**src/rtl/fe_tx_pkg.sv**
```systemverilog
// Shared definitions for the TX sample-RAM read arbiter: EOP id bit,
// arbiter state encoding and the round-robin search helper.
package fe_tx_pkg;

  localparam int ID_EOP_BIT = 0;
  localparam int MAX_REQ    = 8;

  typedef enum logic {
    ST_IDLE  = 1'b0,
    ST_BURST = 1'b1
  } arb_state_t;

  // First set bit of req strictly after ptr, searching cyclically over num entries.
  function automatic logic [2:0] rr_next(input logic [MAX_REQ-1:0] req,
                                         input logic [2:0]         ptr,
                                         input int                 num);
    logic [2:0] pick;
    logic       found;
    int         idx;
    pick  = ptr;
    found = 1'b0;
    for (int i = 1; i <= MAX_REQ; i++) begin
      idx = (int'(ptr) + i) % num;
      if (!found && (i <= num) && req[idx]) begin
        pick  = 3'(idx);
        found = 1'b1;
      end
    end
    return pick;
  endfunction

endpackage

```
**src/rtl/fe_route_fifo.sv**
```systemverilog
// In-order routing FIFO: remembers which requester issued each outstanding read.
module fe_route_fifo #(
  parameter int WIDTH = 1,
  parameter int DEPTH = 16
) (
  input  logic                       clk,
  input  logic                       rst_n,
  input  logic                       i_push,
  input  logic [WIDTH-1:0]           i_push_data,
  input  logic                       i_pop,
  output logic [WIDTH-1:0]           o_head,
  output logic [$clog2(DEPTH):0]     o_count,
  output logic                       o_full,
  output logic                       o_empty
);

  localparam int PTR_W = $clog2(DEPTH);
  localparam int CNT_W = PTR_W + 1;

  logic [WIDTH-1:0] r_mem [DEPTH];
  logic [PTR_W-1:0] r_wr_ptr;
  logic [PTR_W-1:0] r_rd_ptr;
  logic [CNT_W-1:0] r_count;
  logic             w_do_push;
  logic             w_do_pop;

  assign o_full    = (r_count == CNT_W'(DEPTH));
  assign o_empty   = (r_count == '0);
  assign w_do_push = i_push & ~o_full;
  assign w_do_pop  = i_pop & ~o_empty;
  assign o_head    = r_mem[r_rd_ptr];
  assign o_count   = r_count;

  always_ff @(posedge clk) begin
    if (w_do_push) r_mem[r_wr_ptr] <= i_push_data;
  end

  // DEPTH is a power of two, so pointer overflow is the wrap.
  always_ff @(posedge clk or negedge rst_n) begin
    if (!rst_n) begin
      r_wr_ptr <= '0;
      r_rd_ptr <= '0;
      r_count  <= '0;
    end else begin
      if (w_do_push) r_wr_ptr <= r_wr_ptr + 1'b1;
      if (w_do_pop)  r_rd_ptr <= r_rd_ptr + 1'b1;
      case ({w_do_push, w_do_pop})
        2'b10:   r_count <= r_count + 1'b1;
        2'b01:   r_count <= r_count - 1'b1;
        default: r_count <= r_count;
      endcase
    end
  end

endmodule

```
**src/rtl/fe_tx_rd_arbiter.sv**
```systemverilog
// Round-robin burst arbiter sharing one TX sample-RAM read port between frontends,
// with an in-order routing FIFO steering read responses back to their issuer.
//
// state    | meaning
// ST_IDLE  | no grant held; pick next enabled requester after rr_ptr
// ST_BURST | grant held; forward beats of the granted requester until EOP
module fe_tx_rd_arbiter
  import fe_tx_pkg::*;
#(
  parameter int NUM_REQ     = 2,
  parameter int ADDR_WIDTH  = 15,
  parameter int ID_WIDTH    = 3,
  parameter int DATA_WIDTH  = 64,
  parameter int ROUTE_DEPTH = 16,
  parameter int BURST_LOCK  = 1
) (
  input  logic                          clk,
  input  logic                          rst_n,
  input  logic [NUM_REQ-1:0]            cfg_req_en,
  input  logic [NUM_REQ*ADDR_WIDTH-1:0] s_araddr,
  input  logic [NUM_REQ-1:0]            s_arvalid,
  output logic [NUM_REQ-1:0]            s_arready,
  input  logic [NUM_REQ*ID_WIDTH-1:0]   s_arid,
  output logic [DATA_WIDTH-1:0]         s_rdata,
  output logic [NUM_REQ-1:0]            s_rvalid,
  output logic [ID_WIDTH-1:0]           s_rid,
  input  logic [NUM_REQ-1:0]            s_rready,
  output logic [ADDR_WIDTH-1:0]         m_araddr,
  output logic                          m_arvalid,
  input  logic                          m_arready,
  output logic [ID_WIDTH-1:0]           m_arid,
  input  logic [DATA_WIDTH-1:0]         m_rdata,
  input  logic                          m_rvalid,
  input  logic [ID_WIDTH-1:0]           m_rid,
  output logic                          m_rready,
  output logic [$clog2(ROUTE_DEPTH):0]  stat_outstanding,
  output logic                          err_orphan
);

  localparam int IDX_W = (NUM_REQ > 1) ? $clog2(NUM_REQ) : 1;

  arb_state_t         r_state;
  arb_state_t         w_state_nxt;
  logic [IDX_W-1:0]   r_grant;
  logic [IDX_W-1:0]   w_grant_nxt;
  logic [IDX_W-1:0]   r_rr_ptr;
  logic [IDX_W-1:0]   w_rr_ptr_nxt;
  logic               r_err_orphan;

  logic [NUM_REQ-1:0] w_req;
  logic [2:0]         w_rr_pick;
  logic               w_push;
  logic               w_pop;
  logic               w_full;
  logic               w_empty;
  logic [IDX_W-1:0]   w_head;

  assign w_req     = s_arvalid & cfg_req_en;
  assign w_rr_pick = rr_next(MAX_REQ'(w_req), 3'(r_rr_ptr), NUM_REQ);

  assign m_araddr  = s_araddr[r_grant*ADDR_WIDTH +: ADDR_WIDTH];
  assign m_arid    = s_arid[r_grant*ID_WIDTH +: ID_WIDTH];

  always_ff @(posedge clk or negedge rst_n) begin
    if (!rst_n) begin
      r_state  <= ST_IDLE;
      r_grant  <= '0;
      r_rr_ptr <= IDX_W'(NUM_REQ - 1);
    end else begin
      r_state  <= w_state_nxt;
      r_grant  <= w_grant_nxt;
      r_rr_ptr <= w_rr_ptr_nxt;
    end
  end

  // cfg_req_en only gates new grants; a granted requester runs its burst to EOP.
  always_comb begin
    w_state_nxt  = r_state;
    w_grant_nxt  = r_grant;
    w_rr_ptr_nxt = r_rr_ptr;
    m_arvalid    = 1'b0;
    s_arready    = '0;
    w_push       = 1'b0;
    case (r_state)
      ST_IDLE: begin
        if (|w_req) begin
          w_grant_nxt = IDX_W'(w_rr_pick);
          w_state_nxt = ST_BURST;
        end
      end
      ST_BURST: begin
        m_arvalid          = s_arvalid[r_grant] & ~w_full;
        s_arready[r_grant] = m_arready & ~w_full;
        if (m_arvalid && m_arready) begin
          w_push = 1'b1;
          if (m_arid[ID_EOP_BIT] || (BURST_LOCK == 0)) begin
            w_rr_ptr_nxt = r_grant;
            w_state_nxt  = ST_IDLE;
          end
        end
      end
      default: w_state_nxt = ST_IDLE;
    endcase
  end

  fe_route_fifo #(
    .WIDTH (IDX_W),
    .DEPTH (ROUTE_DEPTH)
  ) u_route_fifo (
    .clk         (clk),
    .rst_n       (rst_n),
    .i_push      (w_push),
    .i_push_data (r_grant),
    .i_pop       (w_pop),
    .o_head      (w_head),
    .o_count     (stat_outstanding),
    .o_full      (w_full),
    .o_empty     (w_empty)
  );

  assign s_rdata = m_rdata;
  assign s_rid   = m_rid;

  // With no routing entry the beat is accepted and dropped so the RAM side never stalls.
  always_comb begin
    s_rvalid = '0;
    m_rready = 1'b0;
    if (w_empty) begin
      m_rready = m_rvalid;
    end else begin
      m_rready         = s_rready[w_head];
      s_rvalid[w_head] = m_rvalid;
    end
  end

  assign w_pop = m_rvalid & m_rready & ~w_empty;

  always_ff @(posedge clk or negedge rst_n) begin
    if (!rst_n)                 r_err_orphan <= 1'b0;
    else if (m_rvalid && w_empty) r_err_orphan <= 1'b1;
  end

  assign err_orphan = r_err_orphan;

endmodule
```
**config.mk**
```make
export PLATFORM = sky130hd
export DESIGN_NAME = fe_tx_rd_arbiter
export DESIGN_NICKNAME = d
export VERILOG_FILES = /design/src/rtl/fe_tx_pkg.sv /design/src/rtl/fe_route_fifo.sv /design/src/rtl/fe_tx_rd_arbiter.sv
export SDC_FILE = /design/constraint.sdc
export NUM_CORES = 1
export LEC_CHECK = 0
export ABC_AREA = 1
export ABC_CLOCK_PERIOD_IN_PS = 2930
export CORE_UTILIZATION = 33
export DETAILED_ROUTE_END_ITERATION = 16
export HOLD_SLACK_MARGIN = 0.05
export PLACE_DENSITY = 0.92
export SLEW_MARGIN = 15
export SYNTH_ARGS = -nofsm -noshare
export SYNTH_HDL_FRONTEND = slang
export SYNTH_SLANG_ARGS = --single-unit
```
**constraint.sdc**
```tcl
create_clock -name clk -period 2.93 [get_ports clk]
set_input_delay 0.293 -clock clk [delete_from_list [all_inputs] [get_ports clk]]
set_output_delay 0.293 -clock clk [all_outputs]
set_load 0.03 [all_outputs]
```
==> impl_metrics.json <==
{
  "post-place-ws_ns": 0.0970,
  "final-instance-count-excl-fill": 455,
  "die_area_um2": 8200,
  "slew_violations": 0,
  "worst_pin_slew_ns": 0.811,
  "vias": 2074,
  "drive_above_1_share": 0.0899,
  "cts_root_buf": "clkbuf_8",
  "p_per_area_nw_per_um2": 965,
  "setup_viol": 0,
  "cap_violations": 0,
  "die_y_um": 90.6,
  "grt_start_max_net_pins": 20,
  "final_cell_area_um2": 3080,
  "ys.flop_type": "edfxtp_1",
  "ys_async_sr_fraction": 0.515,
  "ir_worst_vdd_uv": 385,
  "ys_ff_latch": 33,
  "rr_startpoint": "u_route_fifo.r_rd_ptr[0]$_DFFE_PN0P_",
  "clk_pin_slew_worst_paths_ns": 0.07,
  "cts.htree.levels": 2,
  "syn_avg_cell_area_um2": 7.66,
  "dpl_cell_area_um2": 2970,
  "synth_area_um2": 2590,
  "yosysSeqAreaShare": 0.350,
  "hold_ws_ns": 0.464,
  "slew_headroom": 0.457,
  "endpoint_kind": "flop",
  "fin_nets": 478,
  "first_pass_iters": 6,
  "finalCriticalPeriod_ns": 2.72,
  "drt_iter0_markers": 60,
  "die_w_um": 90.6,
  "yosysWarnings": 0,
  "num_antenna_cells": 0,
  "syn_nets": 461,
  "cts-buffers-inserted": 5,
  "clockBufferDepth": 2,
  "rows": 31,
  "drc": 0,
  "grt_overflow": 0,
  "fin_util": 0.415,
  "grt_pass1_vias": 2083,
  "arrival_ns": 2.93,
  "clk_latency_ns": 0.29,
  "final.period_utilization": 0.927,
  "crit_required_ns": 3.14,
  "antenna_left": 0,
  "min_path_type": "flop to flop",
  "grt_pass1_wl_mm": 8.98,
  "ios": 210,
  "core_area_um2": 7410,
  "critPathLaunch": "u_route_fifo.r_rd_ptr[0]$_DFFE_PN0P_",
  "hpwlAfterDp_mm": 4.28,
  "r2r_end": "u_route_fifo.o_count[4]$_DFFE_PN0P_",
  "grt_setup_unrepaired": "false",
  "routed_wl_mm": 5.40,
  "finalWeightedCongestion": 0.907,
  "postCtsHoldBufs": 0,
  "setup-tns-final_ns": 0,
  "r2r_cells": 18,
  "cp-start-kind": "flop",
  "io_buffers": 75,
  "vias_per_cell": 4.56,
  "antenna_found_initial": 0,
  "cellLeakagePower_nw": 1.45,
  "max_freq_mhz": 368,
  "synth_edf_count": 16,
  "cts_sinks": 33,
  "final_cell_mix": "111 x nand2_1, 75 x clkdlybuf4s50_1, 34 x inv_1",
  "ys_types": 35,
  "syn2layout_area_growth_pct": 18.8,
  "power_mw": 2.97,
  "final-hold-violation-count": 0,
  "gr-usage-all-layers": 0.134,
  "crit_type": "flop to flop",
  "status": "completed",
  "wl_per_cell_um": 11.9,
  "fin_ws_ns": 0.213,
  "synthCells": 338,
  "crit_end": "u_route_fifo.o_count[4]$_DFFE_PN0P_",
  "cts_tree": "done",
  "cp_max_fo": 10,
  "fin_skew_ns": 0.00588,
  "reg2reg_setup_slack_ns": 0.21,
  "fillerInstances": 710,
  "final_common_cell": "nand2_1",
  "dp_cells": 445,
  "initial_core_util": 0.349
}
final cells by class:
cell class                      instances  area (um2)  share of cell area
Multi-Input combinational cell        196        1010               0.330
Sequential cell                        33         908               0.295
Timing Repair Buffer                   82         803               0.261
Inverter                               37         145              0.0472
Tap cell                               99         124              0.0403
Clock buffer                            5        68.8              0.0224
Clock inverter                          3        12.5             0.00407
worst min-delay path by stage:
stage,from,end,slack (ns),cells after the start
after floorplan,rst_n,err_orphan$_DFFE_PN0P_,-0.003,0
after global placement,err_orphan$_DFFE_PN0P_,err_orphan$_DFFE_PN0P_,0.45,2
after detailed placement,err_orphan$_DFFE_PN0P_,err_orphan$_DFFE_PN0P_,0.45,2
after CTS,err_orphan$_DFFE_PN0P_,err_orphan$_DFFE_PN0P_,0.47,2
after global routing,r_rr_ptr$_DFFE_PN1P_,r_rr_ptr$_DFFE_PN1P_,0.52,2
final,err_orphan$_DFFE_PN0P_,err_orphan$_DFFE_PN0P_,0.46,2
critical path, stage by stage (launching register included):
cell      delay (ns)
dfrtp_2         0.48
inv_4           0.12
nand2_1         0.06
nand2_1         0.07
nand2_1         0.06
nand3_1         0.09
nand3_2         0.10
nand3_2         0.16
nand3_4         0.12
inv_1           0.08
ha_1            0.23
inv_1           0.10
fa_1            0.40
nor2_1          0.14
a211oi_2        0.06
nand2_1         0.06
nand2_1         0.04
nor2_1          0.11
xor2_1          0.15
cell families (layout without fill, tap and decap cells):
family / after synthesis / after routing / synth area share
AOI/OAI and AO/OA: 16 / 16 / 0.0353
xor gates and xnor gates: 7 / 7 / 0.0266
adders and majority gates: 10 / 10 / 0.0512
buffers and inverters: 109 / 127 / 0.260
DFF: 33 / 33 / 0.350
and+or+nand+nor: 163 / 163 / 0.276
what timing repair did:
| action | in CTS | in global routing |
|---|---|---|
| gates resized for setup | 0 | 4 |
| setup buffers | 0 | 2 |
| endpoints found under the setup margin | 0 | 2 |
| endpoints found under the hold margin | 0 | 0 |
metal layers:
| layer | track usage | up-vias | share of wire |
|---|---|---|---|
| li1 | - | 1014 | - |
| met1 | 0.147 | 939 | 0.40 |
| met2 | 0.228 | 99 | 0.49 |
| met3 | 0.0438 | 22 | 0.086 |
| met4 | 0.0766 | 0 | 0.027 |
| met5 | 0 | - | 0 |
sequential cells by signal (all words and copies together) (netlist names):
| register | cells |
|---|---|
| r_grant | 1 |
| u_route_fifo.r_wr_ptr | 4 |
| u_route_fifo.r_mem | 16 |
| err_orphan | 1 |
| r_rr_ptr | 1 |
| u_route_fifo.o_count | 5 |
| u_route_fifo.r_rd_ptr | 4 |
| r_state | 1 |
cell usage after synthesis, types with 3 or more instances:
cell,number,share of area
nand2_1,111,0.16
buf_4,68,0.20
inv_1,34,0.049
nor2_1,23,0.033
dfrtp_1,16,0.15
edfxtp_1,16,0.19
nand3_1,11,0.021
ha_1,9,0.044
o21ai_0,6,0.012
a21oi_1,5,0.0097
xor2_1,5,0.017
nand4_1,4,0.0097
nand2_2,3,0.0073
nand3_2,3,0.012
where the power goes:
group	switching [mW]	internal [mW]
clock network	0.166	0.160
logic	1.11	0.731
registers	0.156	0.642
total	1.43	1.53
(Power assumes the default switching activity.)
